**config.mk**
```make
export PLATFORM = sky130hd
export DESIGN_NAME = seq_detector_10110
export DESIGN_NICKNAME = d
export VERILOG_FILES = /design/src/rtl/seq10110_pkg.sv /design/src/rtl/mealy_10110_fsm.sv /design/src/rtl/moore_10110_fsm.sv /design/src/rtl/seq_detector_10110.sv
export SDC_FILE = /design/constraint.sdc
export NUM_CORES = 1
export LEC_CHECK = 0
export CAP_MARGIN = 20
export CELL_PAD_IN_SITES_DETAIL_PLACEMENT = 1
export CELL_PAD_IN_SITES_GLOBAL_PLACEMENT = 1
export CORE_AREA = 5 5 42 44
export DETAILED_ROUTE_END_ITERATION = 7
export DIE_AREA = 0 0 47 49
export PLACE_DENSITY = 0.49
export SLEW_MARGIN = 20
export SYNTH_ARGS = -nofsm -noshare
export SYNTH_HDL_FRONTEND = slang
export SYNTH_SLANG_ARGS = --single-unit
export TNS_END_PERCENT = 30
```
**constraint.sdc**
```tcl
create_clock -name clk -period 1.3 [get_ports clk]
set_input_delay 0.195 -clock clk [delete_from_list [all_inputs] [get_ports clk]]
set_output_delay 0.195 -clock clk [all_outputs]
set_load 0.03 [all_outputs]
```
**src/rtl/seq10110_pkg.sv**
```systemverilog
// Shared state encoding and pattern constant for the 10110 sequence detectors.
package seq10110_pkg;

    localparam int unsigned PAT_LEN = 5;
    localparam logic [PAT_LEN-1:0] PATTERN = 5'b10110;

    // State name records the prefix of PATTERN matched so far; S5 is a full match.
    typedef enum logic [2:0] {
        S0 = 3'd0,
        S1 = 3'd1,
        S2 = 3'd2,
        S3 = 3'd3,
        S4 = 3'd4,
        S5 = 3'd5
    } state_e;

endpackage : seq10110_pkg

```
**src/rtl/mealy_10110_fsm.sv**
```systemverilog
// Mealy detector for 10110: w rises in the same cycle the final 0 is on j.
module mealy_10110_fsm
    import seq10110_pkg::*;
(
    input  logic clk,
    input  logic rst,
    input  logic j,
    output logic w
);

    state_e state_q;
    state_e state_d;

    // State register, asynchronously cleared to S0.
    always_ff @(posedge clk or posedge rst) begin
        if (rst) begin
            state_q <= S0;
        end else begin
            state_q <= state_d;
        end
    end

    // Next state and detect; a match falls back to S2 to keep the trailing "10".
    always_comb begin
        state_d = S0;
        w       = 1'b0;
        case (state_q)
            S0:      state_d = j ? S1 : S0;
            S1:      state_d = j ? S1 : S2;
            S2:      state_d = j ? S3 : S0;
            S3:      state_d = j ? S4 : S2;
            S4: begin
                state_d = j ? S1 : S2;
                w       = (j == PATTERN[0]);
            end
            default: state_d = S0;
        endcase
    end

endmodule : mealy_10110_fsm

```
**src/rtl/moore_10110_fsm.sv**
```systemverilog
// Moore detector for 10110: w is high for the one cycle spent in the match state.
module moore_10110_fsm
    import seq10110_pkg::*;
(
    input  logic clk,
    input  logic rst,
    input  logic j,
    output logic w
);

    state_e state_q;
    state_e state_d;

    // State register, asynchronously cleared to S0.
    always_ff @(posedge clk or posedge rst) begin
        if (rst) begin
            state_q <= S0;
        end else begin
            state_q <= state_d;
        end
    end

    // Next state and state-only detect; from S5 a 1 extends the retained "10" to "101".
    always_comb begin
        state_d = S0;
        w       = 1'b0;
        case (state_q)
            S0:      state_d = j ? S1 : S0;
            S1:      state_d = j ? S1 : S2;
            S2:      state_d = j ? S3 : S0;
            S3:      state_d = j ? S4 : S2;
            S4:      state_d = (j == PATTERN[0]) ? S5 : S1;
            S5: begin
                state_d = j ? S3 : S0;
                w       = 1'b1;
            end
            default: state_d = S0;
        endcase
    end

endmodule : moore_10110_fsm

```
**src/rtl/seq_detector_10110.sv**
```systemverilog
// Top: Mealy and Moore 10110 detectors on one serial input plus their XOR.
module seq_detector_10110
    import seq10110_pkg::*;
(
    input  logic clk,
    input  logic rst,
    input  logic j,
    output logic w_mealy,
    output logic w_moore,
    output logic diff
);

    mealy_10110_fsm u_mealy (
        .clk (clk),
        .rst (rst),
        .j   (j),
        .w   (w_mealy)
    );

    moore_10110_fsm u_moore (
        .clk (clk),
        .rst (rst),
        .j   (j),
        .w   (w_moore)
    );

    // Disagreement flag: high for two cycles around each detection.
    assign diff = w_mealy ^ w_moore;

endmodule : seq_detector_10110

```
=== After elaboration in Yosys (flattened, before gate mapping) ===
Cells that the tools add are included.

* Bits in registers: 6
* Latch bits: 0
* Bits in writable memories: 0
* ROM bits: 0
* Output and inout port bits: 3
* Memories kept: 0

* Add/sub/neg operators: 0
* Multipliers: 0
* Div/mod/pow operators: 0
* $lt $le $gt $ge: 0
* Eq/ne operators: 9
* Shifts and indexed selects: 0
* Muxes and demuxes: 9
* Bitwise gates (word level): 2
* Reductions and logical operators: 4

{| class="wikitable"
|+ Operators with widths
! operator !! number
|-
| $pmux W3 S5 || 1
|-
| $eq A3 B2 Y1 const B || 4
|-
| $pmux W3 S4 || 1
|-
| $eq A3 B3 Y1 const B || 3
|-
| $eq A3 B1 Y1 const B || 2
|-
| $logic_not A3 Y1 || 2
|-
| $mux W3 || 2
|-
| $mux W2 || 2
|-
| $reduce_or A2 Y1 || 2
|-
| $mux W1 || 3
|-
| $not A1 Y1 || 1
|-
| $xor A1 B1 Y1 || 1
|}

=== Logic depth before layout (Yosys ltp) ===
* Depth after elaboration: 3
* Depth in mapped cells: 4
* Depth with buffers taken out: 3

=== Hierarchy ===
Synthesis repeated with hierarchy kept, for this count alone.

* Cells, all modules: 26
* Area, all modules: 310.3 sq um

{| class="wikitable"
|+ Modules (own cells, without submodules)
! module !! instances !! cells an instance !! area an instance (sq um)
|-
| moore_10110_fsm || 1 || 13 || 157.7
|-
| mealy_10110_fsm || 1 || 12 || 143.9
|-
| seq_detector_10110 || 1 || 1 || 8.8
|}

=== Worst setup path before layout ===
Ideal clock, no wire load.

* Kind: register to output
* From: reg u_mealy.state_q[1]
* To: out diff
* Arrival time: 1.508 ns
* Data required time: 1.105 ns
* Setup slack: -0.403 ns
* Stages on the path, launching flop included: 3
* Buffers on the path: 0
* Path through: dfrtp_1 nor4b_4 xor2_1

* Longest elaborated chain between the ends: 3

{| class="wikitable"
|+ Ends and longest elaborated chain
! item !! line !! source
|-
| start: declaration || mealy_10110_fsm.sv:11 || <nowiki>state_e state_q;</nowiki>
|-
| start signal: assignment || mealy_10110_fsm.sv:19 || <nowiki>state_q <= state_d;</nowiki>
|-
| $eq A3 B3 Y1 || mealy_10110_fsm.sv:27 || <nowiki>case (state_q)</nowiki>
|-
| $mux W1 || mealy_10110_fsm.sv:27 ||
|-
| net w_mealy || seq_detector_10110.sv:8 || <nowiki>output logic w_mealy,</nowiki>
|-
| $xor A1 B1 Y1 || seq_detector_10110.sv:28 || <nowiki>assign diff = w_mealy ^ w_moore;</nowiki>
|-
| end: declaration || seq_detector_10110.sv:10 || <nowiki>output logic diff</nowiki>
|}

The timed path passes the listed nets, and every way through them passes these cells.

=== Final worst setup path ===
* From: reg u_mealy.state_q[1]
* To: out diff

* Longest elaborated chain between the ends: 3

{| class="wikitable"
|+ Ends and longest elaborated chain
! item !! line
|-
| $eq A3 B3 Y1 || mealy_10110_fsm.sv:27
|-
| $mux W1 || mealy_10110_fsm.sv:27
|-
| $xor A1 B1 Y1 || seq_detector_10110.sv:28
|}

No other way between the ends.

==> run summary <==
Drt first pass iters - 1
CTS buffer count - 3
Reg power frac - 42.3%
Logic pwr share - 31.9%
Initial Util - 22.7%
Total of max-cap violations - 0
Clock power share - 25.8%
Commonest non-fill, non-tap cell in the layout - buf_4
Final hold vios - 0
Worst Path Buf+Inv - 1
Boundary Pins - 6
Tcrit/Tclk final - 116%
Final ANT Viol Nets - 0
CTS Sinks - 6
Post-DP HPWL - 633 um
Final setup margin - -206 ps
CP Data Required Time - 1110 ps
Worst rel slew slack - 80.0%
Arrival time at the worst endpoint - 1310 ps
Leak - 0.219 nW
Nets - 52
Global Route Usage Sum - 9.17%
Area growth syn-to-layout - 47.2%
Top Family by Delay on Critical Path - flip-flops
Hold_buf cts - 0
Remaining DRCs - 0
Port-buffer cells - 5
DRT iter0 DRCs - 0
Unique masters post-synth - 17
GPL Wtd Cong - 0.730
Crit path max fanout - 2
CTS clock-pin slew for the worst setup and hold paths - 40 ps
Synth Instances - 33
Status - finished, violations left
Clock Skew - 0.0319 ps
CTS tree - built
Internal power - 0.000423 W
Avg WL per Cell - 13.0 um
Vias per inst - 4.46
Worst Max-Slew Pin Slew - 297 ps
Die width - 47 um
Root buffer cell - clkbuf_4
Synthesized Nets - 36
Most frequent cells in the layout - buf_4 (7), dfrtp_1 (6), inv_1 (4), nor2_1 (4)
Fin crit period - 1510 ps
Critical path class - flop to output pin
Core footprint - 1400 um2
Largest net degree at the start of global routing - 10
Hold WC Path Type - input pin to asynchronous set/reset pin
Grt ovf - 0
Final instance area - 468 um2
Psw - 0.000202 W
Sum Neg Setup Slack - -392 ps
RSZ-0062 raised after global routing - yes
Vias in the first global route - 326
Worst-path cell chain - nor4b_4 > xor2_2 > buf_6
Layout cells sized above 1 - 36.2%
Slowest Stage Delay on Critical Path - 400 ps
Ys Warns - 0
Die H - 49 um
Synthesized flop and latch total - 6
Startpoint types - flop
Sequential-to-total area share from yosys stat - 47.2%
Clock Path Buffers - 2
Synthesized area per cell - 9.63 um2
Worst Setup End Kind - output pin
Sw Share - 32.3%
Final wirelength - 816 um
Slew Limit Fails - 0
Setup violators final - 2
Ant. Diodes - 0
Num rows - 14
Cell Area, Synth - 318 um2
Maximum level of the CTS H-tree - 1
Fmax - 664 MHz
Peak VDD IR - 516 uV
Global-route wire length before repair - 1.39 mm
DR vias - 281
Initial antenna violation count - 0
Placed Area - 422 um2
Final core area utilization - 33.4%
Total power density per cell area - 1330 nW/um2
Worst path slowest cell - dfrtp_1
Failing checks - negative setup slack
Clock insertion delay at the later pin of the skew report - 240 ps
Die area - 2300 um2
worst reg2reg max path, delay by kind of cell, from the launching register on:
family | cells | cell delay, ps
flops | 1 | 400
compound gates | 2 | 100
simple gates | 1 | 360
buf+inv | 2 | 270
power by group through the flow:
| stage | clock network [W] | registers [W] | logic [W] |
|---|---|---|---|
| after global placement | 0 | 0.000260 | 0.000172 |
| after floorplan | 0 | 0.000262 | 0.000105 |
| after global routing | 0.000180 | 0.000271 | 0.000218 |
| final | 0.000161 | 0.000264 | 0.000199 |
| after detailed placement | 0 | 0.000264 | 0.000184 |
| after CTS | 0.000173 | 0.000264 | 0.000197 |
cells in the mapped netlist:
library cell / instances / area share [%]
a21oi_1: 3 / 4.7
a31oi_1: 1 / 2.0
and2_1: 1 / 2.0
buf_6: 1 / 3.5
dfrtp_1: 6 / 47
inv_1: 4 / 4.7
nand2_1: 3 / 3.5
nand3b_1: 1 / 2.4
nor2_1: 4 / 4.7
nor2b_1: 1 / 2.0
nor3b_1: 1 / 2.4
nor4b_4: 1 / 7.5
o21a_1: 1 / 2.4
o21ai_0: 1 / 1.6
o22ai_1: 1 / 2.0
o31ai_1: 2 / 4.7
xor2_1: 1 / 2.8
stage by stage:
step	worst slack, ps	instances	power (W)	hold slack, ps
global route	-263	63	0.000669	202
global placement	-196	59	0.000432	417
floorplan	-278	33	0.000367	-14.0
detailed placement	-234	59	0.000448	419
finish	-206	63	0.000624	172
CTS	-221	63	0.000634	166
worst paths after layout:
check                                             start                            to  depth (start not counted)  slack (ps)
max                        u_mealy.state_q[1]$_DFF_PP0_                          diff                          3        -210
max in group asynchronous                           rst  u_mealy.state_q[1]$_DFF_PP0_                          2         940
min reg2reg                u_moore.state_q[1]$_DFF_PP0_  u_moore.state_q[0]$_DFF_PP0_                          1         540
max reg2reg                u_mealy.state_q[1]$_DFF_PP0_  u_mealy.state_q[1]$_DFF_PP0_                          5          90
min in group clk           u_moore.state_q[1]$_DFF_PP0_  u_moore.state_q[0]$_DFF_PP0_                          1         540
min                                                 rst  u_moore.state_q[1]$_DFF_PP0_                          2         170
area by class of cell:
cell class                      instances  area, um2
Clock buffer                            3       22.5
Timing Repair Buffer                   12        106
Inverter                                4       15.0
Tap cell                               16       20.0
Fill cell                             172        933
Multi-Input combinational cell         22        154
Sequential cell                         6        150
state kept, by name (all words and copies together), names as in the netlist:
register and count:
u_moore.state_q 3, u_mealy.state_q 3
per-layer routing:
layer  vias to the layer above  GRT usage [%]  wire length, um
li1                        138              -                -
met3                         4           1.11               14
met4                         0           9.68               36
met2                         3           15.2              471
met5                         -              0                0
met1                       136           8.60              292
logic make-up (layout without fill, tap and decap cells):
kind of cell / after synthesis / after routing / share of synthesized area, %
flops: 6 / 6 / 47.2
buf+inv: 5 / 19 / 8.27
simple gates: 12 / 12 / 24.4
compound gates: 9 / 9 / 17.3
xor+xnor: 1 / 1 / 2.76
what timing repair did:
action                                 CTS  global route
pin swaps                                1             0
gates resized for setup                  5             0
setup endpoints to repair                3             3
gates cloned                             0             0
endpoints found under the hold margin    0             0
buffers inserted                         1             0
(Power assumes the default switching activity.)
